File: src/rtl/soqpsk_lut_arbiter_pkg.sv
// Shared types, constants and the round-robin pick function for the SOQPSK LUT arbiter.
package soqpsk_lut_pkg;

  localparam int SOQPSK_ROM_ADDR_W = 9;
  localparam int SOQPSK_ROM_DATA_W = 14;
  localparam int SOQPSK_ROM_LAT    = 2;

  // The pick function and tag index are sized for the largest supported requester count.
  localparam int RR_MAX_REQ = 8;
  localparam int TAG_IDX_W  = 3;

  typedef struct packed {
    logic                 valid;
    logic [TAG_IDX_W-1:0] index;
  } lut_tag_t;

  // Zero-padded upper requests never win, so wrapping modulo RR_MAX_REQ
  // visits the real requesters in the same order as wrapping modulo NUM_REQ.
  function automatic logic [RR_MAX_REQ-1:0] rr_pick(input logic [RR_MAX_REQ-1:0] valid,
                                                    input logic [TAG_IDX_W-1:0]  ptr);
    logic [RR_MAX_REQ-1:0] grant;
    logic                  found;
    logic [TAG_IDX_W-1:0]  idx;
    grant = '0;
    found = 1'b0;
    for (int k = 0; k < RR_MAX_REQ; k++) begin
      idx = ptr + TAG_IDX_W'(k);
      if (!found && valid[idx]) begin
        grant[idx] = 1'b1;
        found      = 1'b1;
      end
    end
    return grant;
  endfunction

endpackage

File: src/rtl/soqpsk_lut_arbiter_if.sv
// Requester-side bus of the shared SOQPSK LUT: read requests in, tagged responses out.
interface soqpsk_lut_arbiter_if
  import soqpsk_lut_pkg::*;
#(
  parameter int NUM_REQ = 4,
  parameter int ADDR_W  = SOQPSK_ROM_ADDR_W,
  parameter int DATA_W  = SOQPSK_ROM_DATA_W
);
  logic [NUM_REQ-1:0]        req_valid;
  logic [NUM_REQ*ADDR_W-1:0] req_addr;
  logic [NUM_REQ-1:0]        req_ready;
  logic [NUM_REQ-1:0]        rsp_valid;
  logic [DATA_W-1:0]         rsp_data;

  modport master (
    output req_valid, req_addr,
    input  req_ready, rsp_valid, rsp_data
  );

  modport slave (
    input  req_valid, req_addr,
    output req_ready, rsp_valid, rsp_data
  );
endinterface

File: src/rtl/soqpsk_lut_arbiter_rr_arbiter.sv
// Round-robin grant with a pointer that moves past the most recent winner.
module rr_arbiter
  import soqpsk_lut_pkg::*;
#(
  parameter int NUM_REQ = 4
) (
  input  logic                       clock,
  input  logic                       reset_n,
  input  logic [NUM_REQ-1:0]         req_valid,
  output logic [NUM_REQ-1:0]         grant,
  output logic [$clog2(NUM_REQ)-1:0] grant_idx,
  output logic                       grant_any
);
  localparam int IDX_W = $clog2(NUM_REQ);

  logic [IDX_W-1:0] ptr_q;

  // Grants are gated by reset_n so nothing handshakes while reset is held.
  always_comb begin
    grant = NUM_REQ'(rr_pick(RR_MAX_REQ'(req_valid), TAG_IDX_W'(ptr_q))) & {NUM_REQ{reset_n}};
    grant_idx = '0;
    for (int i = 0; i < NUM_REQ; i++) begin
      if (grant[i]) grant_idx = IDX_W'(i);
    end
    grant_any = |grant;
  end

  // A grant is only ever given to a valid requester, so any grant is a handshake.
  always_ff @(posedge clock or negedge reset_n) begin
    if (!reset_n) begin
      ptr_q <= '0;
    end else if (grant_any) begin
      ptr_q <= (grant_idx == IDX_W'(NUM_REQ - 1)) ? '0 : grant_idx + 1'b1;
    end
  end
endmodule

File: src/rtl/soqpsk_lut_arbiter.sv
// Shares one registered SOQPSK waveform ROM among NUM_REQ channels and
// steers each returned sample back to the requester that issued it.
module soqpsk_lut_arbiter
  import soqpsk_lut_pkg::*;
#(
  parameter int NUM_REQ = 4,
  parameter int ADDR_W  = SOQPSK_ROM_ADDR_W,
  parameter int DATA_W  = SOQPSK_ROM_DATA_W,
  parameter int ROM_LAT = SOQPSK_ROM_LAT
) (
  input  logic                clock,
  input  logic                reset_n,
  soqpsk_lut_arbiter_if.slave bus,
  output logic [ADDR_W-1:0]   rom_address,
  input  logic [DATA_W-1:0]   rom_q,
  output logic                busy
);
  localparam int IDX_W = $clog2(NUM_REQ);

  logic [NUM_REQ-1:0]          grant;
  logic [IDX_W-1:0]            grant_idx;
  logic                        grant_any;
  logic [ADDR_W-1:0]           addr_sel;
  logic [ADDR_W-1:0]           last_addr_q;
  lut_tag_t [ROM_LAT-1:0]      tag_q;

  rr_arbiter #(.NUM_REQ(NUM_REQ)) u_rr (
    .clock     (clock),
    .reset_n   (reset_n),
    .req_valid (bus.req_valid),
    .grant     (grant),
    .grant_idx (grant_idx),
    .grant_any (grant_any)
  );

  assign bus.req_ready = grant;

  always_comb begin
    addr_sel = '0;
    for (int i = 0; i < NUM_REQ; i++) begin
      if (grant[i]) addr_sel = bus.req_addr[i*ADDR_W +: ADDR_W];
    end
  end

  // Idle cycles replay the last granted address so the ROM input stays quiet.
  assign rom_address = grant_any ? addr_sel : last_addr_q;

  always_ff @(posedge clock or negedge reset_n) begin
    if (!reset_n) begin
      last_addr_q <= '0;
    end else if (grant_any) begin
      last_addr_q <= addr_sel;
    end
  end

  always_ff @(posedge clock or negedge reset_n) begin
    if (!reset_n) begin
      tag_q <= '0;
    end else begin
      tag_q[0] <= '{valid: grant_any, index: TAG_IDX_W'(grant_idx)};
      for (int k = 1; k < ROM_LAT; k++) begin
        tag_q[k] <= tag_q[k-1];
      end
    end
  end

  always_comb begin
    for (int i = 0; i < NUM_REQ; i++) begin
      bus.rsp_valid[i] = tag_q[ROM_LAT-1].valid && (tag_q[ROM_LAT-1].index == TAG_IDX_W'(i));
    end
  end

  assign bus.rsp_data = rom_q;

  always_comb begin
    busy = 1'b0;
    for (int k = 0; k < ROM_LAT; k++) begin
      busy = busy | tag_q[k].valid;
    end
  end
endmodule

File: src/flat_wrapper.sv
// flat-port wrapper written by rule: the top's interface ports become plain ports
module soqpsk_lut_arbiter_flat import soqpsk_lut_pkg::*;
#(
  parameter int NUM_REQ = 4,
  parameter int ADDR_W  = SOQPSK_ROM_ADDR_W,
  parameter int DATA_W  = SOQPSK_ROM_DATA_W,
  parameter int ROM_LAT = SOQPSK_ROM_LAT
)
  (clock, reset_n, rom_address, rom_q, busy, bus_req_valid, bus_req_addr, bus_req_ready, bus_rsp_valid, bus_rsp_data);
  soqpsk_lut_arbiter_if #(.NUM_REQ(NUM_REQ), .ADDR_W(ADDR_W), .DATA_W(DATA_W)) bus_i ();
  input  logic clock;
  input  logic reset_n;
  output logic [ADDR_W-1:0] rom_address;
  input  logic [DATA_W-1:0] rom_q;
  output logic busy;
  input wire logic [$bits(bus_i.req_valid)-1:0] bus_req_valid;
  input wire logic [$bits(bus_i.req_addr)-1:0] bus_req_addr;
  output wire logic [$bits(bus_i.req_ready)-1:0] bus_req_ready;
  output wire logic [$bits(bus_i.rsp_valid)-1:0] bus_rsp_valid;
  output wire logic [$bits(bus_i.rsp_data)-1:0] bus_rsp_data;
  assign bus_i.req_valid = bus_req_valid;
  assign bus_i.req_addr = bus_req_addr;
  assign bus_req_ready = bus_i.req_ready;
  assign bus_rsp_valid = bus_i.rsp_valid;
  assign bus_rsp_data = bus_i.rsp_data;
  soqpsk_lut_arbiter #(.NUM_REQ(NUM_REQ), .ADDR_W(ADDR_W), .DATA_W(DATA_W), .ROM_LAT(ROM_LAT)) u_core (.clock(clock), .reset_n(reset_n), .bus(bus_i), .rom_address(rom_address), .rom_q(rom_q), .busy(busy));
endmodule
File: config.mk
export PLATFORM = sky130hd
export DESIGN_NAME = soqpsk_lut_arbiter_flat
export DESIGN_NICKNAME = d
export VERILOG_FILES = /design/src/rtl/soqpsk_lut_arbiter_pkg.sv /design/src/rtl/soqpsk_lut_arbiter_if.sv /design/src/rtl/soqpsk_lut_arbiter_rr_arbiter.sv /design/src/rtl/soqpsk_lut_arbiter.sv /design/src/flat_wrapper.sv
export SDC_FILE = /design/constraint.sdc
export NUM_CORES = 1
export LEC_CHECK = 0
export CAP_MARGIN = 20
export CORE_ASPECT_RATIO = 0.75
export CORE_MARGIN = 2
export CORE_UTILIZATION = 45
export CTS_BUF_LIST = sky130_fd_sc_hd__clkbuf_8
export CTS_CLUSTER_SIZE = 28
export DETAILED_ROUTE_END_ITERATION = 7
export PLACE_DENSITY_LB_ADDON = 0.1
export RECOVER_POWER = 50
export SYNTH_ARGS = -nofsm -noshare
export SYNTH_HDL_FRONTEND = slang
export SYNTH_HIERARCHICAL = 1
export SYNTH_SLANG_ARGS = --single-unit
File: constraint.sdc
create_clock -name clock -period 6.5 [get_ports clock]
set_clock_uncertainty 0.1 [all_clocks]
set_input_delay 0.975 -clock clock [delete_from_list [all_inputs] [get_ports clock]]
set_output_delay 0.975 -clock clock [all_outputs]
set_load 0.01 [all_outputs]
==> results by group <==
CTS
  • Number of H-tree levels: 1
  • Clock tree from TritonCTS: yes
  • TritonCTS buffer count: 3
  • Cell at the root of the clock tree: sky130_fd_sc_hd__clkbuf_8
  • Clock latency at the later pin of the worst-skew pair: 250 ps
  • Post-CTS Repair Setup Buffers: 0
  • Buffer levels on the longest clock path: 2
  • Number of instances resized during post-cts repair: 0
  • Number of sinks handled by clock tree synthesis: 17
  • Cts hold-fix bufs: 0
  • Clock-pin slew of the registers on the worst-case setup and hold paths: 70 ps

Finish
  • Area growth syn-to-layout: 27.48%
  • Ant diodes: 0
  • Footprint of the multi-input gates: 1112 sq um
  • Fill cell total of the finished layout: 334
  • Share of post-route cells with drive strength above 1: 13.25%
  • Register area: 425.4 sq um
  • Utilization of the core after routing: 61.11%
  • Final Cell Area: 2281 sq um
  • Final net count: 299

STA
  • Total Negative Setup Slacks: 0 ps
  • Share of the cycle needed by the critical path after routing: 93.62%
  • Maximum frequency from static timing analysis: 164.3 MHz
  • Hold slack: 249.5 ps
  • Number of pins exceeding their max-slew limit in the final report: 0
  • Worst-margin pin slew: 1181 ps
  • Slew Limit Headroom: 21.28%
  • Setup repair after global routing missed its margin: false
  • Final-report hold violation count: 0
  • Final setup violation count: 0
  • Clock period minus worst slack: 6085 ps

Routing
  • Routed length per instance: 17.23 um
  • Remaining design rule violation count: 0
  • Number of search-and-repair iterations in the first detailed-routing pass: 5
  • Post-detailed-route via-to-cell ratio: 5.972
  • Post-route antenna net violation count: 0
  • Number of vias in the routed layout: 1708
  • Wirelength, routed: 4927 um
  • Number of DRC markers in iteration 0: 166

Place
  • Area of placed instances: approximately 2200 sq um
  • Number of buffers added on ports: 59
  • Final estimated routing congestion in global placement: 0.8939
  • HPWL after DPL: 3835 um

Logic synthesis
  • Average footprint of a synthesized cell: between 9 and 10 sq um
  • Count of flip-flops with a built-in enable after synthesis: 0
  • Cell with the most instances after synthesis: sky130_fd_sc_hd__nand2_1
  • Combined area of all synthesized cells: 1789 sq um
  • FF+latch count, synth: 17
  • Share of the synthesized area in the top cell type: around a quarter
  • Register area share after synthesis: approximately a quarter
  • Total nets after synthesis: ~260
  • Commonest cells in the synthesized netlist: 32 x sky130_fd_sc_hd__nand2_1, 17 x sky130_fd_sc_hd__dfrtp_1, 16 x sky130_fd_sc_hd__buf_4
  • Largest cells by area after synthesis: sky130_fd_sc_hd__dfrtp_1 24%, sky130_fd_sc_hd__a41oi_2 7.3%, sky130_fd_sc_hd__buf_4 6.7%
  • Warning count from the yosys run: 6
  • Most area-hungry cell type in the Yosys netlist: sky130_fd_sc_hd__dfrtp_1
  • Most common flop cell mapped by yosys: sky130_fd_sc_hd__dfrtp_1
  • Synth cell types: 55
  • Fraction of registers with async set or reset after synthesis: 100.0%
  • Syn Inst Count: 197

Run
  • Number of maximum-capacitance violations: 0

Critical path
  • Sequence of cells on the critical path: clkdlybuf4s50_1, mux2i_1, o21ai_0, o21a_1, nand4b_1, o2111ai_2, o31ai_1, nand2_1, nor2b_1, a41oi_2, clkdlybuf4s50_1
  • Data arrival at the endpoint of the critical path: 5010 ps
  • Maximum fanout encountered on the critical timing path: 13
  • Length in cells of the worst reg-to-reg path: 11
  • Element type at the critical path end: output pin
  • Startpoint class of the critical path: input port
  • Capture instance of the worst register-to-register path: u_core/last_addr_q[2]
  • Worst stage delay on the critical path: 830 ps
  • Register-to-Register Setup Slack: 2090 ps
  • R2R Path Start: u_core/u_rr/ptr_q[1]
  • Required time of the worst setup path: 5420 ps
  • Path type of the worst setup path: in2out
  • Worst path slowest cell: sky130_fd_sc_hd__nor2b_1
  • Worst path most repeated cell: sky130_fd_sc_hd__clkdlybuf4s50_1
  • Crit path launch: bus_req_valid[0]

Power and ir drop
  • Pwr per Cell Area: between 500 and 600 nW/um^2
  • Worst ir drop on vdd: 0.4349 mV
  • Static power due to leakage: 0.8494 nW

Min path
  • Worst hold path depth: 0
  • Worst hold path startpoint: u_core/tag_q[1]
  • Hold endpoint: u_core/tag_q[5]
  • Worst min-delay path class: reg2reg

Global routing
  • Global route overflow: 0
  • Overall routing resource usage: 22.04%
  • Maximum number of pins on one net before global-route repair: 25
  • Antenna violations before repair: 0
  • Global-route wire length before repair: between 7000 and 8000 um
  • Via count of the first global-routing pass: 1649

Die
  • I/O pin total: 88
  • Core area: approximately 3700 sq um
  • Die width: 76.81 um
  • Rows: 19
  • Vertical extent of the die: approximately 59 um
  • Initial Util: 47.94%
  • Floorplan die area: 4502 sq um

Status
  • Result of the run: completed
worst max path at each step:
stage | cells past startpoint | slack, ps | to
finish | 11 | 410 | rom_address[2]
global route | 11 | 240 | rom_address[2]
CTS | 11 | 590 | rom_address[8]
detailed placement | 11 | 600 | rom_address[3]
global placement | 11 | 720 | rom_address[2]
floorplan | 14 | 2290 | rom_address[7]
metrics by stage:
step,std cells,setup WS (ps),total power [mW]
floorplan,197,2289,0.8916
detailed placement,282,604.9,1.202
global route,286,236.2,1.380
finish,286,414.7,1.295
global placement,282,716.2,1.188
CTS,286,592.3,1.287
cells in the final DEF, fill, tap and decap left out, drive strengths merged, types with 2 or more instances in the layout:
master	n
a22oi	2
a41oi	9
nand2	32
mux2	3
o211ai	4
ha	8
o21ai	5
nor2	6
dfrtp	17
nor3b	5
buf	2
a311oi	3
mux2i	6
and2	2
inv	6
o22ai	8
o21a	2
clkbuf	4
nor3	3
clkdlybuf4s50	58
a21oi	10
nand3b	11
nand3	4
power by group:
group	switching (mW)	total [mW]	leakage (nW)	internal, mW
sequential	0.0314	0.196	0.206	0.164
combinational	0.547	1.02	0.617	0.475
clock	0.0356	0.0780	0.0255	0.0424
flip-flops by register name, summed over array words and instances, names as in the netlist:
name                count
u_core/last_addr_q      9
u_core/tag_q            6
u_core/u_rr/ptr_q       2
cell type report:
class	count	area share (%)
well taps	52	2.852
multi-input cells	145	48.77
repair buffers	62	26.71
flip-flops and latches	17	18.65
clock inverters	1	0.2194
clock buffers	3	1.810
inverters	6	0.9874
worst max-delay path, delay by kind of cell:
family	cells	cell delay, ps
compound gates	5	910
buf+inv	2	1140
mux	1	550
simple gates	3	1420
routing by layer:
metal / part of all wire (%) / wire (um) / global-route usage, % / vias to the layer above
li1: - / - / - / 791
met1: 45 / 2229 / 31.04 / 796
met2: 43 / 2108 / 33.46 / 98
met3: 9.1 / 447 / 3.834 / 23
met4: 2.9 / 141 / 9.870 / 0
met5: 0 / 0 / 0 / -
cell families after synthesis:
| kind of cell | after synthesis | share of synthesized area (%) |
|---|---|---|
| and+or+nand+nor | 72 | 22.73 |
| muxes | 9 | 5.664 |
| adders and majority gates | 8 | 5.595 |
| buffers and inverters | 35 | 14.06 |
| DFF | 17 | 23.78 |
| AOI/OAI and AO/OA | 56 | 28.18 |
Power figures use the tool's default switching activity.
